--- src/rtl/qoa_slice_unpacker.sv ---
// qoa_slice_unpacker
//   Assembles 8 received bytes (MSB-first) into a 64-bit QOA slice and emits
//   its 20 dequantized residuals over a valid/ready handshake. Byte assembly
//   keeps running during emission, so the next slice can be collected while
//   the current one drains.
//
// Ports
//   sys_clk     : clock, all state changes on the rising edge
//   sys_rst_n   : asynchronous active-low reset
//   data_rdy    : one-cycle strobe qualifying byte_in
//   byte_in     : received slice byte
//   slice_clr   : synchronous realign, drops the partially assembled slice
//   res_valid   : res_value/res_index hold a residual
//   res_ready   : consumer accept (transfer on res_valid & res_ready)
//   res_value   : signed dequantized residual, OUT_W bits
//   res_index   : residual position 0..19
//   slice_done  : pulses in the cycle residual 19 is accepted
//   overflow    : sticky, a completed slice was dropped
module qoa_slice_unpacker #(
  parameter int OUT_W = 16
) (
  input  logic                    sys_clk,
  input  logic                    sys_rst_n,
  input  logic                    data_rdy,
  input  logic [7:0]              byte_in,
  input  logic                    slice_clr,
  output logic                    res_valid,
  input  logic                    res_ready,
  output logic signed [OUT_W-1:0] res_value,
  output logic [4:0]              res_index,
  output logic                    slice_done,
  output logic                    overflow
);

  typedef enum logic {
    IDLE,
    EMIT
  } state_t;

  state_t      r_state;
  state_t      w_state_nxt;
  logic [2:0]  r_cnt;
  logic [55:0] r_asm;
  logic [63:0] r_hold;
  logic [4:0]  r_idx;
  logic        r_ovf;

  logic        w_byte_ok;
  logic        w_cpl;
  logic [63:0] w_word;
  logic        w_xfer;
  logic        w_last;
  logic        w_load;
  logic        w_drop;

  logic [5:0]  w_shamt;
  logic [5:0]  w_base;
  logic [2:0]  w_q;
  logic [11:0] w_scale;
  logic [15:0] w_s16;
  logic [15:0] w_mag;
  logic signed [15:0] w_sres;

  // Slice completion: the 8th accepted byte; slice_clr suppresses the byte.
  always_comb begin
    w_byte_ok = data_rdy & ~slice_clr;
    w_cpl     = w_byte_ok & (r_cnt == 3'd7);
    w_word    = {r_asm, byte_in};
    w_xfer    = (r_state == EMIT) & res_ready;
    w_last    = w_xfer & (r_idx == 5'd19);
  end

  always_comb begin
    w_state_nxt = r_state;
    w_load      = 1'b0;
    w_drop      = 1'b0;
    case (r_state)
      IDLE: begin
        if (w_cpl) begin
          w_state_nxt = EMIT;
          w_load      = 1'b1;
        end
      end
      EMIT: begin
        // A slice finishing exactly as residual 19 leaves is taken over
        // seamlessly; finishing at any other point in EMIT it is dropped.
        if (w_last) begin
          if (w_cpl) w_load = 1'b1;
          else       w_state_nxt = IDLE;
        end else if (w_cpl) begin
          w_drop = 1'b1;
        end
      end
      default: w_state_nxt = IDLE;
    endcase
  end

  always_ff @(posedge sys_clk or negedge sys_rst_n) begin
    if (!sys_rst_n) r_state <= IDLE;
    else            r_state <= w_state_nxt;
  end

  always_ff @(posedge sys_clk or negedge sys_rst_n) begin
    if (!sys_rst_n) begin
      r_cnt  <= '0;
      r_asm  <= '0;
      r_hold <= '0;
      r_idx  <= '0;
      r_ovf  <= 1'b0;
    end else begin
      if (slice_clr) begin
        r_cnt <= '0;
        r_asm <= '0;
      end else if (data_rdy) begin
        if (r_cnt == 3'd7) begin
          r_cnt <= '0;
          r_asm <= '0;
        end else begin
          r_cnt <= r_cnt + 3'd1;
          r_asm <= {r_asm[47:0], byte_in};
        end
      end

      if (w_load) begin
        r_hold <= w_word;
        r_idx  <= '0;
      end else if (w_last) begin
        r_idx  <= '0;
      end else if (w_xfer) begin
        r_idx  <= r_idx + 5'd1;
      end

      if (w_drop) r_ovf <= 1'b1;
    end
  end

  // Residual k occupies hold[59-3k -: 3].
  always_comb begin
    w_shamt = 6'(r_idx) * 6'd3;
    w_base  = 6'd59 - w_shamt;
    w_q     = r_hold[w_base -: 3];
  end

  always_comb begin
    case (r_hold[63:60])
      4'd0:    w_scale = 12'd1;
      4'd1:    w_scale = 12'd7;
      4'd2:    w_scale = 12'd21;
      4'd3:    w_scale = 12'd45;
      4'd4:    w_scale = 12'd84;
      4'd5:    w_scale = 12'd138;
      4'd6:    w_scale = 12'd211;
      4'd7:    w_scale = 12'd304;
      4'd8:    w_scale = 12'd421;
      4'd9:    w_scale = 12'd562;
      4'd10:   w_scale = 12'd731;
      4'd11:   w_scale = 12'd928;
      4'd12:   w_scale = 12'd1157;
      4'd13:   w_scale = 12'd1419;
      4'd14:   w_scale = 12'd1715;
      default: w_scale = 12'd2048;
    endcase
  end

  // Round-half-away magnitudes of S*{0.75, 2.5, 4.5, 7}; largest
  // intermediate is 9*2048+1, which fits 16 bits.
  always_comb begin
    w_s16 = {4'd0, w_scale};
    case (w_q[2:1])
      2'd0:    w_mag = (w_s16 * 16'd3 + 16'd2) >> 2;
      2'd1:    w_mag = (w_s16 * 16'd5 + 16'd1) >> 1;
      2'd2:    w_mag = (w_s16 * 16'd9 + 16'd1) >> 1;
      default: w_mag = w_s16 * 16'd7;
    endcase
    w_sres = w_q[0] ? (16'd0 - w_mag) : w_mag;
  end

  always_comb begin
    res_value = '0;
    if (r_state == EMIT) res_value = OUT_W'(w_sres);
  end

  assign res_valid  = (r_state == EMIT);
  assign res_index  = r_idx;
  assign slice_done = w_last;
  assign overflow   = r_ovf;

endmodule

--- config.mk ---
export PLATFORM = sky130hd
export DESIGN_NAME = qoa_slice_unpacker
export DESIGN_NICKNAME = d
export VERILOG_FILES = /design/src/rtl/qoa_slice_unpacker.sv
export SDC_FILE = /design/constraint.sdc
export NUM_CORES = 1
export LEC_CHECK = 0
export CORE_MARGIN = 5
export CORE_UTILIZATION = 55
export CTS_BUF_LIST = sky130_fd_sc_hd__clkbuf_4 sky130_fd_sc_hd__clkbuf_8
export CTS_CLUSTER_DIAMETER = 80
export CTS_CLUSTER_SIZE = 8
export DETAILED_ROUTE_END_ITERATION = 8
export PLACE_DENSITY = 0.69
export SYNTH_ARGS = -nofsm -noshare
export SYNTH_HDL_FRONTEND = slang
export SYNTH_SLANG_ARGS = --single-unit
--- constraint.sdc ---
create_clock -name sys_clk -period 20.2 [get_ports sys_clk]
set_clock_uncertainty 0.15 [all_clocks]
set_input_delay 4.04 -clock sys_clk [delete_from_list [all_inputs] [get_ports sys_clk]]
set_output_delay 4.04 -clock sys_clk [all_outputs]
set_load 0.005 [all_outputs]
==> flow_summary.json, run 1 <==
{
  "async_flop_share_pct": 100,
  "synth-xor-area-share_pct": 4.21,
  "cp.required_ps": 16010,
  "crit_chain": "buf_4, inv_2, ha_2, inv_1, fa_1, xor2_2, mux4_2, o21ai_0, nand3_1, nand2_1, o211ai_1, a221o_1, o41ai_2, xor2_1, nor2_1, clkdlybuf4s50_1",
  "hold_path_end": "overflow",
  "status": "finished clean",
  "synth.area.top_cells": "dfrtp_1 (31%), ha_1 (11%), mux4_2 (11%), mux2_2 (6.9%), a22o_1 (4.9%)",
  "min_path_cells": 1,
  "final_common_cell": "dfrtp_1",
  "drive_above_1_share_pct": 17.6,
  "clock-root-buffer": "clkbuf_8",
  "synth_edf_count": 0,
  "place_ws_ps": 9580,
  "min_period_ps": 11100,
  "crit_path_max_fanout": 57,
  "critPathTopFamily": "buffers and inverters",
  "synth_nets": 1084,
  "cp.depth": 16,
  "wirelength_um": 25000,
  "antenna_found_initial": 0,
  "ys_warn_count": 0,
  "synth_mux_area_share_pct": 22.2,
  "clock_sinks": 130,
  "vias_per_cell": 6.35,
  "rsz0062_at_grt": "no",
  "synth_top_area_share_pct": 31.3,
  "syn2layout_area_growth_pct": 9.51,
  "mostFrequentLayoutCells": "dfrtp_1 (129), ha_1 (92), mux2_2 (64)",
  "fin_nets": 1104,
  "routedWlPerCell_um": 20.3,
  "postSynthCellCount": 965,
  "grt_pass1_vias": 7727,
  "netlist_area_sq_um": 10400,
  "timing.rr.start": "res_index[0]",
  "power_per_cell_area_nw_per_um2": 54.2,
  "synth-adder-area-share_pct": 13.7,
  "setup_tns_ps": 0,
  "finalWeightedCongestion": 0.943,
  "final-hold-violation-count": 0,
  "cts_tree": "built",
  "cts_buffers": 17,
  "synthDistinctLibCells": 64,
  "drv_slew": 0,
  "rrSetupSlack_ps": 16860,
  "critPathLaunchType": "flip-flop",
  "first_pass_iters": 6,
  "n_antenna_cell": 0,
  "max_freq_mhz": 90.1,
  "clk_latency_ps": 440,
  "reg2regPathDepth": 7,
  "synthFlopType": "dfrtp_1",
  "clk_pin_slew_ps": 80,
  "r2r_end": "r_hold[52]",
  "cp-end-kind": "output port",
  "htreeDepth": 4,
  "worst_pin_slew_ps": 964,
  "ant_nets": 0,
  "crit_arrival_ps": 6910,
  "crit_type": "reg -> out",
  "cts_resized": 0,
  "crit_buf_inv": 4,
  "synthSimpleGateAreaFrac_pct": 8.36,
  "dp_hpwl_um": 19000,
  "power_mw": 0.618,
  "worst_slack_ps": 9100,
  "rows": 50,
  "clockBufferDepth": 2,
  "avgSynthCellArea_sq_um": 10.8,
  "max-slew-margin-rel_pct": 34.4,
  "start_util_pct": 55.8,
  "die_h_um": 147,
  "drc_errors": 0,
  "final_cell_area_sq_um": 11400,
  "peakVddDrop_v": 0.0000578,
  "core_sq_um": 18600,
  "fin_cells": 1232,
  "p_leak_nw": 5.22,
  "synth_top_family_by_area": "multiplexers",
  "grt_max_degree": 84,
  "cap_violations": 0,
  "worst_path_largest_cell_delay_ps": 760,
  "min_path_type": "reg -> reg",
  "cts-hold-fix-buffers": 0,
  "track_usage_pct": 23.6,
  "critical-path-slowest-cell": "xor2_2",
  "first_iter_violations": 547,
  "synth_compound_area_share_pct": 16.3,
  "placed_area_sq_um": 11000,
  "synth-seq-cells": 130,
  "fin_crit_sh_pct": 54.9,
  "yosysTopAreaCell": "dfrtp_1",
  "dieArea_sq_um": 21800,
  "hp-start": "overflow",
  "ios": 37,
  "grt_pass1_wl_um": 41200,
  "io_buffers": 36,
  "overflow": 0,
  "dp_cells": 1200,
  "vias": 7819,
  "setup_viol": 0,
  "post-cts-setup-buffers": 0,
  "die_w_um": 147,
  "ys_seq_area_share_pct": 31.3
}
==> layout make-up <==
type / count / area (sq um)
Tap cell: 234 / 293
Timing Repair Buffer: 50 / 467
Clock inverter: 10 / 124
Fill cell: 1589 / 7260
Clock buffer: 22 / 297
Inverter: 51 / 191
Sequential cell: 130 / 3250
Multi-Input combinational cell: 735 / 6760
==> worst max path at each step <==
stage                          endpoint    startpoint
final                      res_value[9]  res_index[0]
after global routing       res_value[9]  res_index[0]
after CTS                  res_value[9]  res_index[0]
after detailed placement   res_value[9]  res_index[0]
after global placement     res_value[9]  res_index[0]
after floorplan           res_value[14]  res_index[0]
==> routing by layer <==
| layer | vias to the layer above | GRT usage [%] | wire (um) |
|---|---|---|---|
| li1 | 3682 | - | - |
| met1 | 3914 | 29.5 | 10400 |
| met2 | 167 | 40.9 | 12800 |
| met3 | 56 | 3.31 | 715 |
| met4 | 0 | 10.7 | 1060 |
| met5 | - | 0 | 0 |
==> registers in the layout, indices dropped and copies added (netlist names) <==
name / cells
r_cnt: 3
r_asm: 56
r_hold: 64
res_index: 5
res_valid: 1
overflow: 1
==> synthesized netlist by cell type (5+ instances only) <==
cell type,instances
mux2_2,64
nor2_1,53
nor3_1,18
nand2_1,41
o22ai_1,5
and3_1,7
a211oi_1,14
a22o_1,58
buf_2,7
inv_1,48
nand3_1,17
fa_1,13
o211ai_1,7
clkbuf_1,35
ha_1,93
mux2i_1,39
a21o_1,10
o21a_1,12
xnor2_1,32
nand2b_1,9
o21ai_0,36
mux4_2,51
xor2_1,18
a21oi_1,47
dfrtp_1,130
or3_1,7
o31ai_1,5
o21bai_1,5
nor2b_1,12
and2_1,6
==> cells by family (layout without fill, tap and decap cells) <==
kind of cell / after synthesis / count (layout)
AO/OA/AOI/OAI: 240 / 240
XOR/XNOR: 50 / 50
multiplexers: 157 / 157
buffers and inverters: 100 / 133
adder cells (fa/ha/maj): 106 / 106
flip-flops: 130 / 130
AND/OR/NAND/NOR: 182 / 182
==> report_power, final <==
group	total [mW]	internal, mW	switching, mW
clock	0.226	0.125	0.100
sequential	0.265	0.263	0.00256
combinational	0.126	0.0506	0.0758
total	0.618	0.439	0.179
==> stage by stage <==
| step | utilization, % | hold slack, ps |
|---|---|---|
| after detailed placement | 58.8 | 322 |
| final | 61.1 | 342 |
| after floorplan | - | 300 |
| after global routing | 61.1 | 368 |
| after global placement | 58.8 | 316 |
| after CTS | 61.1 | 344 |
(Power assumes the default switching activity.)
==> run 2: changes to the inputs <==
==> constraint.sdc (replaced) <==
create_clock -name sys_clk -period 11.6 [get_ports sys_clk]
set_clock_uncertainty 0.15 [all_clocks]
set_input_delay 2.32 -clock sys_clk [delete_from_list [all_inputs] [get_ports sys_clk]]
set_output_delay 2.32 -clock sys_clk [all_outputs]
set_load 0.005 [all_outputs]
==> run 2 against run 1 <==
- setup slack worse by 6800 ps
- cell area up 0.48%
- core utilization up 0.30 points
- first-iteration DRC count up 1.3%
- routed wire length down 0.44%
- critical path type unchanged
- critical endpoint is now res_value[13]
- largest cell class unchanged
- highest routed layer unchanged
==> flow_summary.json, run 2 (synthesis results as in run 1) <==
{
  "die_w_um": 147,
  "max_freq_mhz": 107,
  "crit_type": "reg -> out",
  "fin_nets": 1103,
  "cts_resized": 0,
  "clockBufferDepth": 2,
  "max-slew-margin-rel_pct": 22.0,
  "utilization_pct": 61.4,
  "power_per_cell_area_nw_per_um2": 99.9,
  "cp.required_ps": 9130,
  "grt_pass1_vias": 7842,
  "worst_pin_slew_ps": 1160,
  "seq_area_sq_um": 3250,
  "final_common_cell": "dfrtp_1",
  "clk_latency_ps": 440,
  "rsz0062_at_grt": "no",
  "vias": 7716,
  "antenna_found_initial": 0,
  "wirelength_um": 24800,
  "core_sq_um": 18600,
  "cts_buffers": 17,
  "ant_nets": 0,
  "setup_viol": 0,
  "status": "finished clean",
  "peakVddDrop_v": 0.000106,
  "grt_pass1_wl_um": 41100,
  "n_antenna_cell": 0,
  "drc_errors": 0,
  "finalWeightedCongestion": 0.957,
  "overflow": 0,
  "ios": 37,
  "grt_max_degree": 85,
  "power_mw": 1.14,
  "dieArea_sq_um": 21800,
  "multi_input_area_sq_um": 6760,
  "fillers": 1576,
  "track_usage_pct": 23.6,
  "cap_violations": 0,
  "fin_cells": 1231,
  "final-hold-violation-count": 0,
  "vias_per_cell": 6.27,
  "first_iter_violations": 554,
  "dp_hpwl_um": 18800,
  "io_buffers": 36,
  "clock_sinks": 130,
  "htreeDepth": 4,
  "first_pass_iters": 5,
  "post-cts-setup-buffers": 0,
  "cts-hold-fix-buffers": 0,
  "largest_register": "r_hold",
  "drive_above_1_share_pct": 17.6,
  "syn2layout_area_growth_pct": 10.0,
  "drv_slew": 0,
  "cts_tree": "built",
  "min_path_type": "reg -> reg",
  "crit_arrival_ps": 6840,
  "fin_crit_sh_pct": 80.3,
  "cp-end-kind": "output port",
  "start_util_pct": 55.8,
  "min_period_ps": 9310,
  "clk_pin_slew_ps": 80,
  "dp_cells": 1199,
  "crit_path_max_fanout": 57,
  "die_h_um": 147,
  "mostFrequentLayoutCells": "dfrtp_1 (129), ha_1 (92), mux2_2 (64)",
  "p_leak_nw": 5.24,
  "rows": 50,
  "routedWlPerCell_um": 20.2,
  "critPathLaunchType": "flip-flop",
  "largest_reg_flops": 64,
  "setup_tns_ps": 0,
  "clock-root-buffer": "clkbuf_8"
}
run 2: cell types whose count changed in the layout (fill, tap and decap cells not counted), sizes merged:
| cell | delta |
|---|---|
| inv | +2 |
| clkbuf | -3 |
| clkinv | -1 |
| buf | -1 |
| bufinv | +3 |
| clkinvlp | -1 |
run 2: per-stage QoR:
step / cell area (sq um) / setup WS [ps] / hold slack [ps]
6_report: 11400 / 2290 / 340
5_1_grt: 11400 / 1700 / 372
4_1_cts: 11400 / 2200 / 344
3_5_place_dp: 11000 / 2730 / 316
3_3_place_gp: 11000 / 2860 / 316
2_1_floorplan: 10400 / 3320 / 300
run 2: power by group:
group,switching [mW],internal (mW),total (mW)
clock,0.190,0.272,0.463
sequential,0.00448,0.457,0.462
combinational,0.131,0.0874,0.219
run 2: final cells by class:
type | instances | area share, %
inverters | 51 | 1.67
multi-input cells | 735 | 59.1
clock buffers | 19 | 2.29
repair buffers | 49 | 4.01
clock inverters | 13 | 1.94
flip-flops and latches | 130 | 28.4
well taps | 234 | 2.56
run 2: metal layers:
| metal | vias up | wire length [um] | GRT usage [%] |
|---|---|---|---|
| met5 | - | 0 | 0 |
| met4 | 0 | 1150 | 11.1 |
| met3 | 62 | 673 | 2.61 |
| met2 | 174 | 12500 | 41.2 |
| met1 | 3798 | 10500 | 29.5 |
| li1 | 3682 | - | - |
run 2: path summary, 6_finish.rpt:
kind	to	slack [ps]	start	cells after the start
worst max-delay path	res_value[13]	2290	res_index[0]	17
worst min-delay path	overflow	340	overflow	1
worst max register to register	r_hold[59]	8270	res_index[0]	7
worst min register to register	overflow	340	overflow	1
max in group asynchronous	res_index[0]	8420	sys_rst_n	2
min in group asynchronous	r_asm[28]	1790	sys_rst_n	1
run 2: worst max-delay path: stages (launching register included):
cell,delay (ps)
dfrtp_2,350
buf_4,620
inv_2,100
ha_2,350
inv_1,50
fa_1,980
nand2b_1,200
o22ai_1,210
a21oi_1,60
mux4_2,480
mux2i_4,760
inv_2,280
o311ai_1,480
a221o_1,390
nor2_1,100
a31oi_1,240
mux2i_1,220
clkdlybuf4s50_1,530
==> run 3: changes to the inputs <==
--- a/config.mk
+++ b/config.mk
@@ -11,7 +11,7 @@
 export CTS_CLUSTER_DIAMETER = 80
 export CTS_CLUSTER_SIZE = 8
 export DETAILED_ROUTE_END_ITERATION = 8
-export PLACE_DENSITY = 0.69
+export PLACE_DENSITY = 0.72
 export SYNTH_ARGS = -nofsm -noshare
 export SYNTH_HDL_FRONTEND = slang
 export SYNTH_SLANG_ARGS = --single-unit
==> constraint.sdc (replaced) <==
create_clock -name sys_clk -period 8 [get_ports sys_clk]
set_clock_uncertainty 0.15 [all_clocks]
set_input_delay 1.6 -clock sys_clk [delete_from_list [all_inputs] [get_ports sys_clk]]
set_output_delay 1.6 -clock sys_clk [all_outputs]
set_load 0.005 [all_outputs]
==> run 3 against run 2 <==
- total power grew 41%
- hold slack lost 6.5 ps
- non-clock buffer count grew 9
- routed wire length shrank 2.7%
- core utilization grew 0.23 points
- sequential power grew 45%
- register-to-register slack lost 3700 ps
- flip-flop and latch count is the same
- clock power grew 33%
- cell count grew 0.65%
- critical path depth grew 3
- via count grew 1.1%
==> flow_summary.json, run 3 (synthesis results as in run 1) <==
{
  "worst_pin_slew_ps": 1030,
  "vias": 7802,
  "grt_pass1_wl_um": 40300,
  "clockBufferDepth": 2,
  "crit_start": "r_hold[60]",
  "rsz0062_at_grt": "no",
  "clk_latency_ps": 440,
  "dieArea_sq_um": 21800,
  "cap_violations": 0,
  "setup_viol": 0,
  "r2r_end": "r_hold[52]",
  "cts_buffers": 17,
  "dp_hpwl_um": 17600,
  "grt_pass1_vias": 7810,
  "max_freq_mhz": 132,
  "peakVddDrop_v": 0.000166,
  "min_period_ps": 7550,
  "setup_tns_ps": 0,
  "fillers": 1498,
  "p_leak_nw": 5.27,
  "reg2regPathDepth": 7,
  "clock-root-buffer": "clkbuf_8",
  "finalWeightedCongestion": 0.919,
  "syn2layout_area_growth_pct": 10.4,
  "clock_sinks": 130,
  "die_w_um": 147,
  "holdWs_ps": 333,
  "cts-hold-fix-buffers": 0,
  "place_ws_ps": 500,
  "worst_path_largest_cell_delay_ps": 530,
  "antenna_found_initial": 0,
  "critical-path-slowest-cell": "clkdlybuf4s50_1",
  "die_h_um": 147,
  "largest_reg_flops": 64,
  "post-cts-setup-buffers": 0,
  "drv_slew": 0,
  "vias_per_cell": 6.30,
  "start_util_pct": 55.8,
  "largest_register": "r_hold",
  "hp-start": "overflow",
  "status": "finished clean",
  "crit_buf_inv": 3,
  "clk_pin_slew_ps": 80,
  "cts_tree": "built",
  "power_mw": 1.61,
  "cp.required_ps": 6250,
  "routedWlPerCell_um": 19.5,
  "crit_path_max_fanout": 9,
  "cp-end-kind": "output port",
  "hold_path_end": "overflow",
  "fin_crit_sh_pct": 94.4,
  "worst_slack_ps": 446,
  "crit_arrival_ps": 5800,
  "ios": 37,
  "timing.rr.start": "res_index[0]",
  "cp_common_cell": "ha_1",
  "critPathTopFamily": "compound AO/OA/AOI/OAI gates",
  "track_usage_pct": 22.8,
  "io_buffers": 36,
  "crit_chain": "inv_1, ha_1, a21oi_1, nor2_1, a21oi_2, inv_1, ha_1, ha_1, nor2b_1, o21a_1, o21ai_0, a21oi_1, xnor2_1, or3_1, o211ai_1, o221ai_1, nor3_2, a41oi_1, mux2i_1, clkdlybuf4s50_1",
  "cts_resized": 0,
  "grt_max_degree": 86,
  "rrSetupSlack_ps": 4600,
  "final-hold-violation-count": 0,
  "wirelength_um": 24200,
  "crit_type": "reg -> out",
  "first_iter_violations": 564,
  "drive_above_1_share_pct": 18.8,
  "rows": 50,
  "min_path_cells": 1,
  "core_sq_um": 18600,
  "min_path_type": "reg -> reg",
  "overflow": 0,
  "fin_nets": 1112,
  "critPathLaunchType": "flip-flop",
  "drc_errors": 0,
  "power_per_cell_area_nw_per_um2": 140,
  "placed_area_sq_um": 11000,
  "final_common_cell": "dfrtp_1",
  "final_cell_area_sq_um": 11500,
  "htreeDepth": 4,
  "ant_nets": 0,
  "n_antenna_cell": 0,
  "first_pass_iters": 5,
  "max-slew-margin-rel_pct": 31.1,
  "mostFrequentLayoutCells": "dfrtp_1 (128), ha_1 (92), mux2_2 (64)"
}
[run 3: changes by cell type in the layout (fill, tap and decap cells not counted), sizes merged]
cell	delta
buf	+9
inv	-3
clkinv	+3
bufinv	-1
[run 3: worst max path at each step]
stage	end	slack (ps)	cells after the start
final	res_value[14]	450	20
after detailed placement	res_value[14]	500	20
after floorplan	res_value[14]	440	24
after global routing	res_value[14]	8	21
after CTS	res_value[14]	9	20
after global placement	res_value[14]	720	20
[run 3: per-stage QoR]
stage / util (%) / std cells
2_1_floorplan: - / 965
3_3_place_gp: 59.1 / 1208
3_5_place_dp: 59.1 / 1208
4_1_cts: 61.5 / 1239
5_1_grt: 61.6 / 1239
6_report: 61.6 / 1239
[run 3: routing by layer]
metal	GRT usage (%)	vias up	share of wire [%]
met5	0	-	0
met4	9.74	0	3.7
met3	2.64	53	3.0
met2	38.8	175	50
met1	29.7	3878	43
li1	-	3696	-
[run 3: layout make-up]
class / count / area, sq um / area share [%]
clock inverters: 12 / 181 / 1.58
inverters: 51 / 191 / 1.67
flip-flops and latches: 130 / 3260 / 28.4
multi-input cells: 735 / 6780 / 59.0
repair buffers: 58 / 527 / 4.59
well taps: 234 / 293 / 2.55
clock buffers: 19 / 255 / 2.22
[run 3: where the power goes]
| group | internal [mW] | leakage, nW | switching [mW] | total (mW) |
|---|---|---|---|---|
| clock network | 0.351 | 0.220 | 0.265 | 0.616 |
| registers | 0.663 | 1.79 | 0.00629 | 0.670 |
| logic | 0.135 | 3.26 | 0.190 | 0.324 |
